==> src/rtl/softmax_argmax_if.sv <==
// Handshake and payload bundle between the softmax stage and the argmax back end.
interface softmax_argmax_if #(
  parameter int unsigned DATA_WIDTH  = 32,
  parameter int unsigned NUM_CLASSES = 10,
  parameter int unsigned IDX_WIDTH   = 4
);
  logic                              enable;
  logic [DATA_WIDTH*NUM_CLASSES-1:0] probs;
  logic [IDX_WIDTH-1:0]              class_idx;
  logic [DATA_WIDTH-1:0]             max_prob;
  logic                              all_nan;
  logic                              ack;

  modport master (output enable, probs, input class_idx, max_prob, all_nan, ack);
  modport slave  (input enable, probs, output class_idx, max_prob, all_nan, ack);
endinterface

==> src/rtl/softmax_argmax.sv <==
// Serial argmax over a latched float32 probability vector; reports winning index/value with a level ack.
module softmax_argmax #(
  parameter int unsigned DATA_WIDTH  = 32,
  parameter int unsigned NUM_CLASSES = 10,
  parameter int unsigned IDX_WIDTH   = 4
) (
  input  logic             clk,
  input  logic             reset,
  softmax_argmax_if.slave  bus
);
  localparam int unsigned MAN_WIDTH = 23;
  localparam logic [IDX_WIDTH-1:0]  LAST_IDX = IDX_WIDTH'(NUM_CLASSES - 1);
  localparam logic [DATA_WIDTH-1:0] QNAN     = DATA_WIDTH'(32'h7FC0_0000);

  typedef enum logic [1:0] {IDLE, SCAN, DONE} state_t;

  state_t                state, state_next;
  logic [DATA_WIDTH-1:0] bank [NUM_CLASSES];
  logic [DATA_WIDTH-1:0] best;
  logic [IDX_WIDTH-1:0]  best_idx;
  logic [IDX_WIDTH-1:0]  i;
  logic [IDX_WIDTH-1:0]  class_q;
  logic [DATA_WIDTH-1:0] max_q;
  logic                  nan_q;
  logic                  ack_q;

  logic                  ack_d, load, step, finish, replace;
  logic [DATA_WIDTH-1:0] elem, cand;
  logic [IDX_WIDTH-1:0]  cand_idx;

  function automatic logic is_nan(input logic [DATA_WIDTH-1:0] x);
    return (&x[DATA_WIDTH-2:MAN_WIDTH]) && (|x[MAN_WIDTH-1:0]);
  endfunction

  // Monotonic unsigned key; -0 is folded onto +0 so the two compare equal.
  function automatic logic [DATA_WIDTH-1:0] order_key(input logic [DATA_WIDTH-1:0] x);
    logic [DATA_WIDTH-2:0] mag;
    mag = x[DATA_WIDTH-2:0];
    if (!x[DATA_WIDTH-1] || mag == '0) return {1'b1, mag};
    return {1'b0, ~mag};
  endfunction

  always_comb begin
    elem     = bank[i];
    replace  = !is_nan(elem) && (is_nan(best) || (order_key(elem) > order_key(best)));
    cand     = replace ? elem : best;
    cand_idx = replace ? i : best_idx;
  end

  always_ff @(posedge clk) begin
    if (reset) state <= IDLE;
    else       state <= state_next;
  end

  // Next state plus datapath strobes; ack holds one cycle even if enable already fell.
  always_comb begin
    state_next = state;
    ack_d      = 1'b0;
    load       = 1'b0;
    step       = 1'b0;
    finish     = 1'b0;
    case (state)
      IDLE: begin
        if (bus.enable) begin
          load       = 1'b1;
          state_next = SCAN;
        end
      end
      SCAN: begin
        step = 1'b1;
        if (i == LAST_IDX) begin
          finish     = 1'b1;
          state_next = DONE;
        end
      end
      DONE: begin
        ack_d = bus.enable || !ack_q;
        if (!bus.enable) state_next = IDLE;
      end
      default: state_next = IDLE;
    endcase
  end

  always_ff @(posedge clk) begin
    if (reset) begin
      for (int k = 0; k < int'(NUM_CLASSES); k++) bank[k] <= '0;
      best     <= '0;
      best_idx <= '0;
      i        <= '0;
      class_q  <= '0;
      max_q    <= '0;
      nan_q    <= 1'b0;
      ack_q    <= 1'b0;
    end else begin
      ack_q <= ack_d;
      if (load) begin
        for (int k = 0; k < int'(NUM_CLASSES); k++)
          bank[k] <= bus.probs[DATA_WIDTH*k +: DATA_WIDTH];
        best     <= bus.probs[DATA_WIDTH-1:0];
        best_idx <= '0;
        i        <= IDX_WIDTH'(1);
      end
      if (step) begin
        best     <= cand;
        best_idx <= cand_idx;
        i        <= i + IDX_WIDTH'(1);
      end
      if (finish) begin
        nan_q   <= is_nan(cand);
        class_q <= is_nan(cand) ? '0 : cand_idx;
        max_q   <= is_nan(cand) ? QNAN : cand;
      end
    end
  end

  assign bus.class_idx = class_q;
  assign bus.max_prob  = max_q;
  assign bus.all_nan   = nan_q;
  assign bus.ack       = ack_q;
endmodule

==> src/flat_wrapper.sv <==
// flat-port wrapper written by rule: the top's interface ports become plain ports
module softmax_argmax_flat 
#(
  parameter int unsigned DATA_WIDTH  = 32,
  parameter int unsigned NUM_CLASSES = 10,
  parameter int unsigned IDX_WIDTH   = 4
)
  (clk, reset, bus_enable, bus_probs, bus_class_idx, bus_max_prob, bus_all_nan, bus_ack);
  softmax_argmax_if #(.DATA_WIDTH(DATA_WIDTH), .NUM_CLASSES(NUM_CLASSES), .IDX_WIDTH(IDX_WIDTH)) bus_i ();
  input  logic clk;
  input  logic reset;
  input wire logic [$bits(bus_i.enable)-1:0] bus_enable;
  input wire logic [$bits(bus_i.probs)-1:0] bus_probs;
  output wire logic [$bits(bus_i.class_idx)-1:0] bus_class_idx;
  output wire logic [$bits(bus_i.max_prob)-1:0] bus_max_prob;
  output wire logic [$bits(bus_i.all_nan)-1:0] bus_all_nan;
  output wire logic [$bits(bus_i.ack)-1:0] bus_ack;
  assign bus_i.enable = bus_enable;
  assign bus_i.probs = bus_probs;
  assign bus_class_idx = bus_i.class_idx;
  assign bus_max_prob = bus_i.max_prob;
  assign bus_all_nan = bus_i.all_nan;
  assign bus_ack = bus_i.ack;
  softmax_argmax #(.DATA_WIDTH(DATA_WIDTH), .NUM_CLASSES(NUM_CLASSES), .IDX_WIDTH(IDX_WIDTH)) u_core (.clk(clk), .reset(reset), .bus(bus_i));
endmodule
==> config.mk <==
export PLATFORM = sky130hd
export DESIGN_NAME = softmax_argmax_flat
export DESIGN_NICKNAME = d
export VERILOG_FILES = /design/src/rtl/softmax_argmax_if.sv /design/src/rtl/softmax_argmax.sv /design/src/flat_wrapper.sv
export SDC_FILE = /design/constraint.sdc
export NUM_CORES = 1
export LEC_CHECK = 0
export CAP_MARGIN = 20
export CORE_UTILIZATION = 49
export CTS_BUF_LIST = sky130_fd_sc_hd__clkbuf_8
export CTS_CLUSTER_SIZE = 14
export DETAILED_ROUTE_END_ITERATION = 12
export PLACE_DENSITY = 0.87
export SLEW_MARGIN = 10
export SYNTH_ARGS = -nofsm -noshare
export SYNTH_HDL_FRONTEND = slang
export SYNTH_SLANG_ARGS = --single-unit
==> constraint.sdc <==
create_clock -name clk -period 5.7 [get_ports clk]
set_input_delay 0.855 -clock clk [delete_from_list [all_inputs] [get_ports clk]]
set_output_delay 0.855 -clock clk [all_outputs]
set_load 0.05 [all_outputs]
# Word-level counts from Yosys, hierarchy flattened
# Memories as Yosys holds them, arrays and structs flattened. A register that Yosys moved wholly into a read port is not among the register bits.
# Index checks and enable logic that the tools add are counted.
word_totals:
  register_bits: 80
  mem_bits_rw: 320
  inputBits: 323
  out_inout_bits: 38
  word_cells: 96
  mem_count: 1
classes:
  addsub: 1
  order_cmp: 1
  n_eq_ne: 6
  n_mux: 42
  n_bitwise: 13
  n_reduce_logical: 24
memory_table:
  columns: ["memory", "depth", "width", "rd", "rd_clocked_by_memory_dff", "wr", "line_no", "source"]
  rows:
  - ["u_core.bank", 10, 32, 1, 1, 10, "softmax_argmax.sv:18", "logic [DATA_WIDTH-1:0] bank [NUM_CLASSES];"]
op_table:
  columns: ["operator", "count"]
  rows:
  - ["$mux W32", 18]
  - ["$reduce_or A23 Y1", 3]
  - ["$logic_not A31 Y1", 2]
  - ["$not A31 Y31", 2]
  - ["$gt A32 B32 Y1", 1]
  - ["$mux W4", 8]
  - ["$reduce_and A8 Y1", 3]
  - ["$mux W1", 12]
  - ["$or A1 B1 Y1", 10]
  - ["$mux W2", 3]
  - ["$pmux W2 S3", 1]
  - ["$add A4 B1 Y4 const B", 1]
  - ["$eq A4 B4 Y1 const B", 1]
  - ["$logic_and A1 B1 Y1", 4]
  - ["$logic_not A1 Y1", 4]
  - ["$logic_or A1 B1 Y1", 4]
  - ["$ne A2 B2 Y1 const B", 2]
  - ["$reduce_and A3 Y1", 1]
  - ["$eq A2 B1 Y1 const B", 1]
  - ["$eq A2 B2 Y1 const B", 1]
  - ["$logic_not A2 Y1", 1]
  - ["$ne A2 B1 Y1 const B", 1]
  - ["$reduce_bool A2 Y1", 1]
  - ["$reduce_or A2 Y1", 1]
  - ["$not A1 Y1", 1]

# Longest topological paths before layout
# Gate-level depths: netlist (run 1).
logic_depth:
  depth_word: 11
  depth_mapped: 24
  mapped_depth_nobuf: 17

# Worst setup path after synthesis (run 1)
# No wires, ideal clock.
synth_timing:
  path_type: "input to register"
  from: "input port bus_enable"
  to: "memory u_core.bank[0][0], enable pin"
  setup_time_ps: 551
  t_arrival_ps: 5402
  t_required_ps: 5149
  setup_slack_ps: -253
  cell_stages: 2
  path_buffers: 0
  cell_sequence: "nor3b_1 or2_2"
synth_rtl:
  columns: ["element", "line_no", "source"]
  rows:
  - ["start, declared", "flat_wrapper.sv:12", "input wire logic [$bits(bus_i.enable)-1:0] bus_enable;"]
  - ["end, declared", "softmax_argmax.sv:18", null]

==> reports/qor.yml, run 1 <==
layout:
  area_growth_pct: 30.4
  nets: 2227
  multi_input_area_um2: 7640
  seq_area_um2: 11300
  final_util_pct: 65.0
  instances_no_fill: 2434
  n_fill_cell: 2749
  drive_above_1_share_pct: 15.2
synth:
  synthSimpleGateAreaFrac_pct: 14.5
  netlist_area_um2: 19400
  synth_compound_area_share_pct: 8.75
  ys_seq_area_share_pct: 58.3
  synth_top_family_by_area: "simple AND/OR/NAND/NOR gates"
  synth_cell_types: 62
  async_flop_share_pct: 0
  ys_ff_latch: 404
  ys_warn_count: 0
  synth_nets: 1827
  synth_fa_ha_area_share_pct: 2.20
  synth_edf_count: 320
  synth_cells: 1470
  synthMuxAreaShare_pct: 10.5
  synth_top_flop_cell: "edfxtp_1"
  syn_avg_cell_area_um2: 13.2
  synth-xor-area-share_pct: 2.76
hold_path:
  hold_class: "reg2reg"
  whs_path_depth: 2
  min_to: "u_core.bus.max_prob[4]"
  hold_start: "u_core.bus.max_prob[4]"
critical_path:
  reg2reg_to: "u_core.bus.max_prob[28]"
  crit_type: "reg2reg"
  crit_top_cell: "buf_12"
  cp.required_ns: 6.18
  crit_fanout: 22
  cp_top_family: "compound AO/OA/AOI/OAI gates"
  timing.critical_path.buf_inv: 5
  startpoint_type: "flip-flop"
  cpPeakStageDelay_ns: 0.36
  crit_slowest_cell: "nor4_2"
  r2r_cells: 22
  end_kind: "flip-flop"
  cp_data_arrival_time_ns: 5.92
  rrSetupSlack_ns: 0.26
  crit_chain: "buf_12 -> nand2_1 -> buf_4 -> o22ai_1 -> o31ai_2 -> nor4_1 -> and3_4 -> nand4_1 -> nand2_1 -> buf_12 -> xnor2_1 -> ha_1 -> nand4_1 -> nor4_2 -> a21boi_1 -> o311ai_2 -> a32oi_2 -> buf_4 -> a31oi_4 -> buf_12 -> a32o_1 -> o41ai_2"
sta:
  timing.hold.ws_ns: 0.448
  fmax_mhz: 184
  fin_crit_ns: 5.44
  setup_violations: 0
  clock_skew_ns: 0.0358
  maxSlewHeadroom_pct: 51.0
  hold_viol_final: 0
  drv_slew: 0
  period_share_pct: 95.4
  tightest_slew_ns: 0.735
global_routing:
  grtUsageTotal_pct: 26.6
  antenna_found_initial: 3
  grt_max_degree: 102
  grt_pass1_vias: 13851
  grt-ovfl-total: 0
  grt_pass1_wl_um: 80300
power:
  pwr-share-comb_pct: 23.0
  netSwitchingFraction_pct: 27.7
  p_sw_mw: 2.15
  power_frac_seq_pct: 45.5
  power.total_mw: 7.77
  clkPwrFrac_pct: 31.6
  p_int_mw: 5.62
  cellLeakagePower_nw: 9.42
  power.density_nw_per_um2: 308
  ir_worst_vdd_mv: 0.202
job:
  cap_violations: 0
placement:
  dp_hpwl_um: 39500
  placedCellCount: 2309
  gp_congestion: 0.956
  port_buffers: 360
detailed_routing:
  drc_errors: 0
  first_pass_iters: 5
  via_per_inst: 5.59
  postRouteAntennaNets: 0
  drt_iter0_drc: 1364
  avgRoutedWirePerCell_um: 22.3
  wirelength_um: 54300
  via_count: 13605
clock_network:
  clk_latency_ns: 0.62
  clk_pin_slew_ns: 0.05
  cts_hold_buf: 0
  htreeDepth: 3
  cts_buffers: 67
  cts_tree: "yes"
  cts_buffer_depth: 3
  cts-root-buf: "clkbuf_8"
  clock_sinks: 404
floorplanning:
  die_w_um: 201
  io_pins: 361
  core_area_um2: 38800
  die_h_um: 201
  start_util_pct: 49.9
  die_area_um2: 40300
  num_rows: 72
status:
  outcome: "complete, no violations"
synthesized netlist by cell type, drive strengths merged, types with 2 or more instances:
cell | n | area (µm²)
nand2b | 4 | 25.0
nor3 | 7 | 35.0
nand3b | 2 | 15.0
nand2 | 67 | 251
inv | 5 | 18.8
nor2b | 8 | 50.1
o2bb2ai | 9 | 78.8
nand3 | 8 | 40.0
a221o | 2 | 20.0
o21ai | 46 | 234
o22ai | 31 | 194
mux2i | 73 | 731
a21oi | 27 | 139
mux4 | 38 | 856
a31oi | 4 | 40.0
a22o | 16 | 140
xnor2 | 31 | 272
a211oi | 4 | 30.0
edfxtp | 320 | 9610
o31ai | 15 | 178
xor2 | 30 | 263
a32oi | 15 | 139
o211ai | 9 | 67.6
and2 | 320 | 2000
a21o | 3 | 22.5
and4 | 4 | 37.5
a22oi | 33 | 248
mux2 | 40 | 454
dfxtp | 84 | 1680
ha | 34 | 425
clkbuf | 62 | 233
nor4 | 15 | 93.8
and3 | 2 | 17.5
or2 | 2 | 12.5
a311oi | 7 | 105
nand4 | 11 | 68.8
buf | 40 | 328
nor2 | 33 | 124
power groups by stage:
stage	sequential (mW)	combinational, mW	clock (mW)
detailed placement	3.59	1.67	0
finish	3.53	1.78	2.45
CTS	3.53	1.70	2.48
global route	3.55	1.91	2.60
floorplan	3.55	1.13	0
global placement	3.58	1.65	0
kinds of logic after synthesis:
group / count (synthesis)
and+or+nand+nor: 487
DFF: 404
AOI/OAI and AO/OA: 226
muxes: 151
buffers and inverters: 107
xor gates and xnor gates: 61
adders and majority gates: 34
worst register-to-register path, cell delays in order (launching register included):
cell and delay, ns:
dfxtp_1 0.35, buf_12 0.21, nand2_1 0.34, buf_4 0.28, o22ai_1 0.32, o31ai_2 0.16, nor4_1 0.32, and3_4 0.30
nand4_1 0.10, nand2_1 0.18, buf_12 0.19, xnor2_1 0.08, ha_1 0.35, nand4_1 0.16, nor4_2 0.36, a21boi_1 0.24
o311ai_2 0.15, a32oi_2 0.30, buf_4 0.17, a31oi_4 0.04, buf_12 0.16, a32o_1 0.23, o41ai_2 0.33
flip-flops by register name, indices dropped and copies added, names as in the netlist, named ones only:
signal                count
u_core.bank             320
u_core.best              32
u_core.bus.max_prob      32
u_core.best_idx           4
u_core.bus.class_idx      4
u_core.i                  4
u_core.state              2
u_core.bus.ack            1
u_core.bus.all_nan        1
routing by layer:
metal / vias to the layer above / GRT usage (%) / wire length (µm) / share of wire [%]
met1: 6572 / 35.6 / 22300 / 41
met4: 0 / 8.70 / 1320 / 2.4
li1: 6254 / - / - / -
met5: - / 0 / 0 / 0
met2: 695 / 43.1 / 25900 / 48
met3: 84 / 5.75 / 4730 / 8.7
through the flow:
step | area (µm²) | setup WS, ns | setup TNS [ns]
final | 25300 | 0.260 | 0
after global routing | 25200 | -0.0456 | -0.0456
after CTS | 25000 | 0.00503 | 0
after detailed placement | 23700 | -0.179 | -8.72
after global placement | 23700 | -0.0877 | -3.80
after floorplan | 19400 | 0.662 | 0
repair_timing:
action,4_1_cts,5_1_grt
setup endpoints to repair,71,73
resized for setup,3,22
pin swaps,0,3
setup buffers,3,4
gates cloned,0,1
cells in the final DEF, fill, tap and decap left out, types with 4 or more instances in the layout:
cell / instances
a211oi_1: 4
a21oi_1: 26
a22o_1: 16
a22oi_1: 26
a22oi_2: 7
a311oi_2: 7
a32oi_1: 14
and2_1: 320
buf_12: 16
buf_4: 55
clkbuf_8: 73
clkdlybuf4s50_1: 359
clkinv_1: 9
clkinv_2: 5
dfxtp_1: 81
edfxtp_1: 320
ha_1: 34
inv_1: 24
mux2_2: 36
mux2i_1: 72
mux4_2: 38
nand2_1: 67
nand2b_1: 4
nand3_1: 8
nand4_1: 11
nor2_1: 31
nor2b_1: 6
nor3_1: 7
nor4_1: 11
o211ai_1: 9
o21ai_1: 40
o22ai_1: 30
o2bb2ai_1: 9
o31ai_2: 13
xnor2_1: 31
xor2_1: 30
worst max-delay path by stage:
stage / from / to / slack (ns) / cells past startpoint
finish: flip-flop / u_core.bus.max_prob[28] / 0.26 / 22
global route: flip-flop / u_core.bus.max_prob[28] / -0.05 / 23
CTS: flip-flop / u_core.best[10] / 0.005 / 22
detailed placement: flip-flop / u_core.best[5] / -0.18 / 20
global placement: flip-flop / u_core.best[29] / -0.09 / 20
floorplan: flip-flop / u_core.bus.max_prob[22] / 0.66 / 21
final cells by class:
class	count	area share (%)
Clock buffer	73	3.98
Antenna cell	2	0.0198
Sequential cell	404	44.7
Inverter	5	0.0743
Clock inverter	40	1.01
Multi-Input combinational cell	959	30.3
Timing Repair Buffer	433	17.4
Tap cell	518	2.57
(Power assumes the default switching activity.)
==> run 2: changes to the inputs <==
- CAP_MARGIN: 20 -> 10
==> run 2 against run 1 <==
  * Fmax hardly changed
  * Worst hold slack better by 0.0018 ns
  * Register-to-register slack hardly changed
  * Critical path depth stayed put
  * Clock power hardly changed
  * Total power hardly changed
  * Critical path type unchanged
==> reports/qor.yml, run 2 (same netlist as run 1, synthesis figures left out) <==
status:
  outcome: "complete, no violations"
detailed_routing:
  avgRoutedWirePerCell_um: 22.3
  drc_errors: 0
  via_per_inst: 5.59
  drt_iter0_drc: 1278
  wirelength_um: 54200
  postRouteAntennaNets: 0
  first_pass_iters: 5
  via_count: 13603
placement:
  gp_congestion: 0.956
  port_buffers: 360
  dp_hpwl_um: 39500
  dpl_cell_area_um2: 23700
  pre_cts_ws_ns: -0.179
clock_network:
  clk_pin_slew_ns: 0.06
  cts_buffers: 67
  cts-root-buf: "clkbuf_8"
  clk_latency_ns: 0.62
  cts_hold_buf: 0
  htreeDepth: 3
  clock_sinks: 404
  cts_tree: "yes"
  cts_buffer_depth: 3
critical_path:
  crit_slowest_cell: "mux4_2"
  cpPeakStageDelay_ns: 0.56
  reg2reg_to: "u_core.bus.max_prob[28]"
  crit_type: "reg2reg"
  cp.required_ns: 6.18
  cp_top_family: "compound AO/OA/AOI/OAI gates"
  crit_chain: "buf_12 -> buf_4 -> mux4_2 -> a22oi_1 -> o21ai_1 -> nor4_2 -> buf_4 -> nand4_1 -> nand2_1 -> buf_12 -> xnor2_1 -> ha_1 -> nand4_1 -> nor4_2 -> a21boi_1 -> o311ai_2 -> a32oi_2 -> buf_4 -> a31oi_4 -> buf_12 -> a32o_1 -> o41ai_2"
  rrSetupSlack_ns: 0.26
  startpoint_type: "flip-flop"
  timing.critical_path.buf_inv: 6
  cp_data_arrival_time_ns: 5.92
  crit_fanout: 15
  r2r_cells: 22
  end_kind: "flip-flop"
global_routing:
  grt-ovfl-total: 0
  grtUsageTotal_pct: 26.6
  grt_pass1_vias: 13851
  grt_max_degree: 102
  grt_pass1_wl_um: 80300
  antenna_found_initial: 3
hold_path:
  whs_path_depth: 2
  min_to: "u_core.bus.class_idx[0]"
  hold_class: "reg2reg"
  hold_start: "u_core.bus.class_idx[0]"
layout:
  nets: 2226
  layout_common_cells: "clkdlybuf4s50_1, and2_1, edfxtp_1, dfxtp_1, clkbuf_8"
  drive_above_1_share_pct: 15.3
  final_util_pct: 65.0
  mostFrequentLayoutCell: "clkdlybuf4s50_1"
  finalInstanceArea_um2: 25200
  largest_register_ffs: 320
  max_flop_register: "u_core.bank"
  area_growth_pct: 30.3
floorplanning:
  num_rows: 72
  die_h_um: 201
  die_w_um: 201
  core_area_um2: 38800
  start_util_pct: 49.9
  die_area_um2: 40300
  io_pins: 361
job:
  cap_violations: 0
sta:
  maxSlewHeadroom_pct: 25.2
  setup_violations: 0
  fin_crit_ns: 5.44
  tightest_slew_ns: 1.12
  fmax_mhz: 184
  hold_viol_final: 0
  rsz0062_at_grt: "no"
  setup_ws_ns: 0.260
  clock_skew_ns: 0.0314
  drv_slew: 0
  timing.hold.ws_ns: 0.450
  period_share_pct: 95.4
power:
  cellLeakagePower_nw: 9.42
  power.total_mw: 7.78
  power.density_nw_per_um2: 308
  ir_worst_vdd_mv: 0.201
run 2: tightest hold or removal path, delay by kind of cell (launching register included):
kind            cells  cell delay (ns)
compound gates      1             0.05
simple gates        1             0.05
flops               1             0.30
run 2: worst max-delay path by stage:
stage | cells past startpoint | slack (ns) | end | start
detailed placement | 20 | -0.18 | u_core.best[5] | flip-flop
finish | 22 | 0.26 | u_core.bus.max_prob[28] | flip-flop
global placement | 20 | -0.09 | u_core.best[29] | flip-flop
CTS | 22 | 0.005 | u_core.best[10] | flip-flop
global route | 22 | 0.004 | u_core.bus.max_prob[22] | flip-flop
floorplan | 21 | 0.66 | u_core.bus.max_prob[22] | flip-flop
run 2: repair_timing:
| action | in CTS | in global routing |
|---|---|---|
| setup endpoints to repair | 71 | 73 |
| resized for setup | 3 | 24 |
| pin swaps | 0 | 2 |
| cloned | 0 | 1 |
| setup buffers | 3 | 4 |
run 2: per-stage QoR:
step	TNS [ns]	instances
finish	0	2434
CTS	0	2425
global placement	-3.80	2309
detailed placement	-8.72	2309
global route	0	2431
floorplan	0	1470
run 2: final cells by class:
type / instances / area (µm²)
Multi-Input combinational cell: 959 / 7640
Sequential cell: 404 / 11300
Fill cell: 2747 / 13600
Inverter: 5 / 18.8
Antenna cell: 3 / 7.51
Tap cell: 518 / 648
Clock inverter: 40 / 255
Clock buffer: 73 / 1000
Timing Repair Buffer: 432 / 4370
run 2: metal layers:
metal	part of all wire (%)	up-vias	global-route usage, %
met5	0	-	0
met4	2.4	0	8.70
met3	9.0	85	5.75
li1	-	6261	-
met1	41	6578	35.6
met2	48	679	43.1
run 2: power by group:
| part | switching (mW) | internal [mW] |
|---|---|---|
| combinational | 0.894 | 0.896 |
| sequential | 0.113 | 3.42 |
| clock | 1.14 | 1.31 |
